==> config.mk <==
export PLATFORM = sky130hd
export DESIGN_NAME = instruction_fetch_unit
export DESIGN_NICKNAME = d
export VERILOG_FILES = /design/src/rtl/pcpu_fetch_pkg.sv /design/src/rtl/fetch_fifo.sv /design/src/rtl/instruction_fetch_unit.sv
export SDC_FILE = /design/constraint.sdc
export NUM_CORES = 1
export LEC_CHECK = 0
export ABC_AREA = 0
export CORE_ASPECT_RATIO = 0.8
export CORE_MARGIN = 2
export CORE_UTILIZATION = 50
export CTS_BUF_LIST = sky130_fd_sc_hd__clkbuf_4
export CTS_CLUSTER_DIAMETER = 150
export DETAILED_ROUTE_END_ITERATION = 7
export PLACE_DENSITY = 0.81
export SYNTH_ARGS = -nofsm -noshare
export SYNTH_HDL_FRONTEND = slang
export SYNTH_SLANG_ARGS = --single-unit
==> constraint.sdc <==
create_clock -name SysCLK -period 5.9 [get_ports SysCLK]
set_input_delay 1.475 -clock SysCLK [delete_from_list [all_inputs] [get_ports SysCLK]]
set_output_delay 1.475 -clock SysCLK [all_outputs]
set_load 0.005 [all_outputs]
==> src/rtl/pcpu_fetch_pkg.sv <==
// Fetch stage shared types.
// State encoding, default widths and queue entry layout.
package pcpu_fetch_pkg;

  localparam int FETCH_AW = 7;
  localparam int FETCH_DW = 32;

  typedef enum logic [1:0] {
    IDLE = 2'd0,
    WAIT = 2'd1,
    DROP = 2'd2
  } fetch_state_e;

  typedef struct packed {
    logic [FETCH_AW-1:0] pc;
    logic [FETCH_DW-1:0] instr;
  } fetch_entry_t;

endpackage

==> src/rtl/fetch_fifo.sv <==
// Prefetch queue of {pc, instr} entries.
// Registered storage, head read straight from the array, no bypass.
module fetch_fifo
  import pcpu_fetch_pkg::*;
#(
  parameter int DEPTH = 4
) (
  input  logic                     clk,
  input  logic                     rst,
  input  logic                     flush,
  input  logic                     push,
  input  logic                     pop,
  input  fetch_entry_t             din,
  output fetch_entry_t             head,
  output logic                     valid,
  output logic [$clog2(DEPTH):0]   count
);

  localparam int PW = $clog2(DEPTH);

  fetch_entry_t   mem [DEPTH];
  logic [PW-1:0]  rd_ptr;
  logic [PW-1:0]  wr_ptr;

  // storage, pointers and occupancy; flush drops everything at once
  always_ff @(posedge clk) begin
    if (rst) begin
      for (int i = 0; i < DEPTH; i++) mem[i] <= '0;
      rd_ptr <= '0;
      wr_ptr <= '0;
      count  <= '0;
    end else if (flush) begin
      rd_ptr <= '0;
      wr_ptr <= '0;
      count  <= '0;
    end else begin
      if (push) begin
        mem[wr_ptr] <= din;
        wr_ptr      <= wr_ptr + 1'b1;
      end
      if (pop) rd_ptr <= rd_ptr + 1'b1;
      unique case ({push, pop})
        2'b10:   count <= count + 1'b1;
        2'b01:   count <= count - 1'b1;
        default: count <= count;
      endcase
    end
  end

  assign head  = mem[rd_ptr];
  assign valid = (count != '0);

endmodule

==> src/rtl/instruction_fetch_unit.sv <==
// Fetch stage: PC, single-outstanding memory request, prefetch queue.
// Redirects flush the queue and mark any in-flight response as stale.
module instruction_fetch_unit
  import pcpu_fetch_pkg::*;
#(
  parameter int            DEPTH    = 4,
  parameter int            AW       = FETCH_AW,
  parameter int            DW       = FETCH_DW,
  parameter logic [AW-1:0] RESET_PC = '0
) (
  input  logic          SysCLK,
  input  logic          SysRST,
  output logic          mem_req,
  output logic [AW-1:0] mem_addr,
  input  logic          mem_rvalid,
  input  logic [DW-1:0] mem_rdata,
  input  logic          redirect,
  input  logic [AW-1:0] redirect_pc,
  output logic          if_valid,
  input  logic          if_ready,
  output logic [AW-1:0] if_pc,
  output logic [DW-1:0] if_instr
);

  localparam int            CW  = $clog2(DEPTH) + 1;
  localparam logic [CW:0]   LIM = (CW + 1)'(DEPTH);

  fetch_state_e  state;
  logic [AW-1:0] pc;
  logic [AW-1:0] req_pc;
  logic [CW-1:0] count;
  logic [CW:0]   occ;
  logic          busy;
  logic          issue;
  logic          push;
  logic          pop;
  fetch_entry_t  wdata;
  fetch_entry_t  head;

  assign busy  = (state != IDLE);
  assign occ   = {1'b0, count} + {{CW{1'b0}}, busy};
  assign issue = ~SysRST & ~redirect & (occ < LIM)
               & (~busy | mem_rvalid);
  assign push  = (state == WAIT) & mem_rvalid & ~redirect;
  assign pop   = if_valid & if_ready & ~redirect;

  assign mem_req  = issue;
  assign mem_addr = pc;

  assign wdata.pc    = req_pc;
  assign wdata.instr = mem_rdata;

  // PC, request address tracking and the in-flight state machine
  always_ff @(posedge SysCLK) begin
    if (SysRST) begin
      state  <= IDLE;
      pc     <= RESET_PC;
      req_pc <= RESET_PC;
    end else begin
      if (redirect)   pc <= redirect_pc;
      else if (issue) pc <= pc + 1'b1;
      if (issue) req_pc <= pc;
      if (redirect) begin
        state <= (mem_rvalid | ~busy) ? IDLE : DROP;
      end else begin
        unique case (state)
          IDLE:       if (issue) state <= WAIT;
          WAIT, DROP: if (mem_rvalid) state <= issue ? WAIT : IDLE;
          default:    state <= IDLE;
        endcase
      end
    end
  end

  fetch_fifo #(
    .DEPTH (DEPTH)
  ) u_fifo (
    .clk   (SysCLK),
    .rst   (SysRST),
    .flush (redirect),
    .push  (push),
    .pop   (pop),
    .din   (wdata),
    .head  (head),
    .valid (if_valid),
    .count (count)
  );

  assign if_pc    = head.pc;
  assign if_instr = head.instr;

endmodule

Word level (Yosys, flattened, before mapping):

Memory sizes are Yosys's and may differ from the RTL's. A register that Yosys moved wholly into a read port is not among the register bits.
Cells that the tools add are included.

* add/sub/neg operators: 6
* order comparisons: 1
* equal/unequal tests: 6
* mux-type cells: 20
* bitwise operators: 11
* reductions and logical operators: 9

Operator list (count)
* 2-to-1 mux 39 bit: 1
* OR reduction 39 bit: 1
* 2-to-1 mux 2 bit: 7
* 2-to-1 mux 7 bit: 2
* 2-to-1 mux 1 bit: 8
* adder 7 x 1 -> 7 bit, second input constant: 1
* AND 1 bit: 7
* != test 3 bit, second input constant: 2
* one-hot mux 3 bit (2 select lines): 1
* nonzero test 2 bit: 3
* adder 2 x 1 -> 2 bit, second input constant: 2
* adder 3 x 1 -> 4 bit: 1
* == test 2 x 1 -> 1 bit, second input constant: 2
* == test 2 bit, second input constant: 2
* less-than comparator 4 x 3 -> 1 bit, second input constant: 1
* one-hot mux 2 bit (2 select lines): 1
* OR reduction 2 bit: 2
* adder 3 x 1 -> 3 bit, second input constant: 1
* NOT 1 bit: 3
* nonzero test 3 bit: 1
* subtractor 3 x 1 -> 3 bit, second input constant: 1
* logical NOT 2 bit: 1
* AND reduction 2 bit: 1
* OR 1 bit: 1

* register bits: 23
* RAM bits: 156
* input port bits: 44
* output and inout bits: 48
* word-level logic and storage cells: 60
* memories: 1

Memories
* u_fifo.mem: depth 4, bits a word 39, rd ports 1, clocked after Yosys merged registers in 1, wr ports 4, line fetch_fifo.sv:21 `fetch_entry_t mem [DEPTH];`

Longest topological paths before layout:

* depth after elaboration: 9
* gate-level depth with buffers: 11
* mapped depth without buffers: 10

Hierarchy:

From an unflattened synthesis, not the netlist that was laid out.

* cell total of the unflattened synthesis: 560
* area total of the unflattened synthesis: 7808.7 um2

Modules (own cells, without submodules)
* fetch_fifo: instances 1, cells an instance 468, area an instance 6976.7 um2, sequential area each 4864.7 um2
* instruction_fetch_unit: instances 1, cells an instance 92, area an instance 832.0 um2, sequential area each 320.3 um2

Worst setup path after synthesis:

No wires, ideal clock.

* path kind: in2reg
* from: in redirect
* to: mem u_fifo.mem[1][0] in the netlist's numbering (enable)
* setup time: 0.444 ns
* data arrival time: 3.811 ns
* data required time: 5.456 ns
* path slack: 1.645 ns
* stages on the path: 4
* buffers on the path: 1
* path through: and3b_2 clkbuf_1 nand2_1 o21bai_1

RTL lines
* start: declaration: line instruction_fetch_unit.sv:17 `input logic redirect,`
* end: declaration: line fetch_fifo.sv:21

Worst setup path in the final report:

* from: in SysRST
* to: out mem_req

* longest elaborated chain between the ends: 4

RTL lines
* start: declaration: line instruction_fetch_unit.sv:12 `input logic SysRST,`
* NOT 1 bit: line instruction_fetch_unit.sv:42 `assign issue = ~SysRST & ~redirect & (occ < LIM)`
* AND 1 bit (2 in a row): line instruction_fetch_unit.sv:42
* AND 1 bit: line instruction_fetch_unit.sv:43 `& (~busy | mem_rvalid);`
* end: declaration: line instruction_fetch_unit.sv:13 `output logic mem_req,`

No other way between the ends.

==> impl_results.md <==
* Hold Path Class: register to register
* Synth area leader: edfxtp_1
* Leading cell type in the layout, fill and taps excluded: edfxtp_1
* Crit path kind: input pin to output pin
* Main synth FF type: edfxtp_1
* Vias in the first global route at 4871
* Root Driver: clkbuf_4
* Final setup margin at 1.303 ns
* Required @ worst endpoint at 4.43 ns
* Rows at 41
* Crit start category: input pin
* Tightest Pin Transition at 1.228 ns
* Critical path fanouts, max at 21
* Clk sinks at 181
* Layout net count at 654
* Average wire per standard cell at 19.12 um
* Placeable Area at 15650 sq um
* Clk slew on worst S/H paths at 0.13 ns
* Hold-fix buffers, CTS at 0
* Gr ovfl total at 0
* Final instance area at 9309 sq um
* Register area share after synthesis at 65.23%
* Seq pwr share at 65.1%
* CTS tree: yes
* DR iter-0 viols at 388
* Yosys warns at 0
* Tmin final at 4.597 ns
* Cell area after synthesis at 7949 sq um
* Critical path arrival at 3.12 ns
* Deepest clock path buffer count at 2
* Core Util, Final at 59.50%
* Fmax achieved at 217.5 MHz
* Ys async rst share at 0%
* Share of cells above drive strength 1 at 14.17%
* Switching Fraction at 20.83%
* Slowest Stage Delay on Critical Path at 0.51 ns
* Hold Vio Cnt, Final at 0
* Critical Path Most Common Cell: clkdlybuf4s50_1
* Syn nets at 571
* Routed Antenna Nets at 0
* GRT Resource Usage Total at 19.76%
* Total number of vias at 4540
* Placed Area at 9075 sq um
* Die Y at 116.8 um
* Syn-to-layout area delta at 17.11%
* Most frequent cells in the layout: edfxtp_1 (156), and2_1 (118), clkdlybuf4s50_1 (91)
* Final worst-path cycle share at 77.91%
* Number of library cell types mapped by synthesis at 44
* Inserted Diodes at 0
* Max Slew Vio Count at 0
* Unrepaired setup endpoints after global routing: no
* Clock Latency Late Sink at 0.53 ns
* Antenna violations before repair at 0
* Leak at 3.424 nW
* Int Pwr at 0.001766 W
* Post-synth EDFFs at 156
* Combinational share of power at 7.4%
* CP max stage cell: clkdlybuf4s50_1
* Total Wirelength at 15.85 mm
* Avg Inst Size Synth at 15.26 sq um
* Psw at 0.0004646 W
* Worst Skew at 0.01926 ns
* CP Cell Sequence: clkdlybuf4s50_1 > buf_4 > or2_2 > nor2_1 > clkdlybuf4s50_1
* Die area at 16930 sq um
* Crit end category: output pin
* CTS H-tree lvls at 4
* Pre-CTS setup slack at 1.314 ns
* Fillers at 1206
* Status: finished clean
* Setup total negative slack at 0 ns
* Post-Syn Instances at 521
* Post-DP HPWL at 9.308 mm
* Max Cap Violations at 0
* VDD IR max at 104.7 uV
* Pwr dens at 239.7 nW/um^2
* Starting density of the core at 50.80%
* Clock Power Share at 27.4%
* Pin count of the biggest net entering global routing at 79
* Via density at 5.476
* Drt pass-1 iters at 5
* Synth area leaders: edfxtp_1 (59%), mux4_2 (11%), and2_1 (9.3%)
* First-pass GRT wire length at 25.59 mm
* Detailed-route DRC error count at 0
* Boundary pin count at 92
* Area share of the largest cell type after synthesis at 58.93%
* PortBufs at 91
* Synthesis-stage register bit count at 181
* PostCTS Resize Cnt at 0
* Max_slew headroom at 18.14%
* # setup viols final at 0
* Die X at 145.0 um
* Post-CTS setup buffers at 0
* CTS buffer count at 17
* RD Place Congestion at 0.9322
## synthesized netlist by cell type (4+ instances only)
cell / instances
and2_1: 118
nand3_1: 4
clkbuf_1: 19
and3_1: 40
inv_1: 7
nor2_1: 25
edfxtp_1: 156
mux4_2: 39
ha_1: 5
dfxtp_1: 25
nand2_1: 5
buf_2: 8
a211oi_1: 5
mux2i_1: 8
a21oi_1: 5
xor2_1: 7
## final timing paths
| path | from | to | slack (ns) | cells after the start |
|---|---|---|---|---|
| worst min register to register | state[1] | state[1] | 0.52 | 2 |
| worst min-delay path | state[1] | state[1] | 0.52 | 2 |
| worst max-delay path | SysRST | mem_req | 1.30 | 5 |
| worst max register to register | u_fifo.wr_ptr[1] | u_fifo.mem[0][8] | 3.26 | 2 |
## flip-flops by register name, indices dropped and copies added, names as in the netlist, named ones only
name and flops:
u_fifo.mem 156, u_fifo.count 3, mem_addr 7, u_fifo.rd_ptr 2
state 2, req_pc 7, u_fifo.wr_ptr 2
## critical path, delay by kind of cell
| kind | cells | cell delay (ns) |
|---|---|---|
| buffers and inverters | 3 | 1.11 |
| and+or+nand+nor | 2 | 0.53 |
## final cells by class
cell class | count | area (sq um) | area share [%]
inverter | 7 | 26.28 | 0.2823
clock buffer | 19 | 142.6 | 1.532
sequential | 181 | 5187 | 55.73
multi-input combinational | 298 | 2621 | 28.16
tap | 215 | 269.0 | 2.890
clock inverter | 10 | 91.34 | 0.9812
timing repair buffer | 99 | 970.9 | 10.43
## power groups by stage
stage                     Combinational [W]  Sequential [W]  Clock (W)
final                              0.000166         0.00145   0.000612
after global placement             0.000164         0.00148          0
after CTS                          0.000168         0.00145   0.000629
after detailed placement           0.000167         0.00148          0
after global routing               0.000180         0.00146   0.000680
after floorplan                   0.0000721         0.00148          0
## metrics by stage
stage / hold WS, ns / cells / total power, W
2_1_floorplan: 0.4601 / 521 / 0.001548
3_3_place_gp: 0.4885 / 800 / 0.001642
3_5_place_dp: 0.5043 / 800 / 0.001650
4_1_cts: 0.5226 / 829 / 0.002251
5_1_grt: 0.5476 / 829 / 0.002319
6_report: 0.5211 / 829 / 0.002231
## layer usage
| metal | vias up | global-route usage, % | part of all wire, % |
|---|---|---|---|
| li1 | 2097 | - | - |
| met1 | 2295 | 25.97 | 42 |
| met2 | 142 | 33.46 | 51 |
| met3 | 6 | 5.620 | 6.5 |
| met4 | 0 | 4.554 | 0.54 |
| met5 | - | 0 | 0 |
## cell families after synthesis
logic type      Yosys count  synth area share (%)
fa+ha+maj                 6                 1.039
simple gates            211                 15.90
buf+inv                  42                 2.298
compound gates           24                 2.377
flops                   181                 65.23
xor+xnor                 10                 1.102
mux                      47                 12.06
Power figures use the tool's default switching activity.
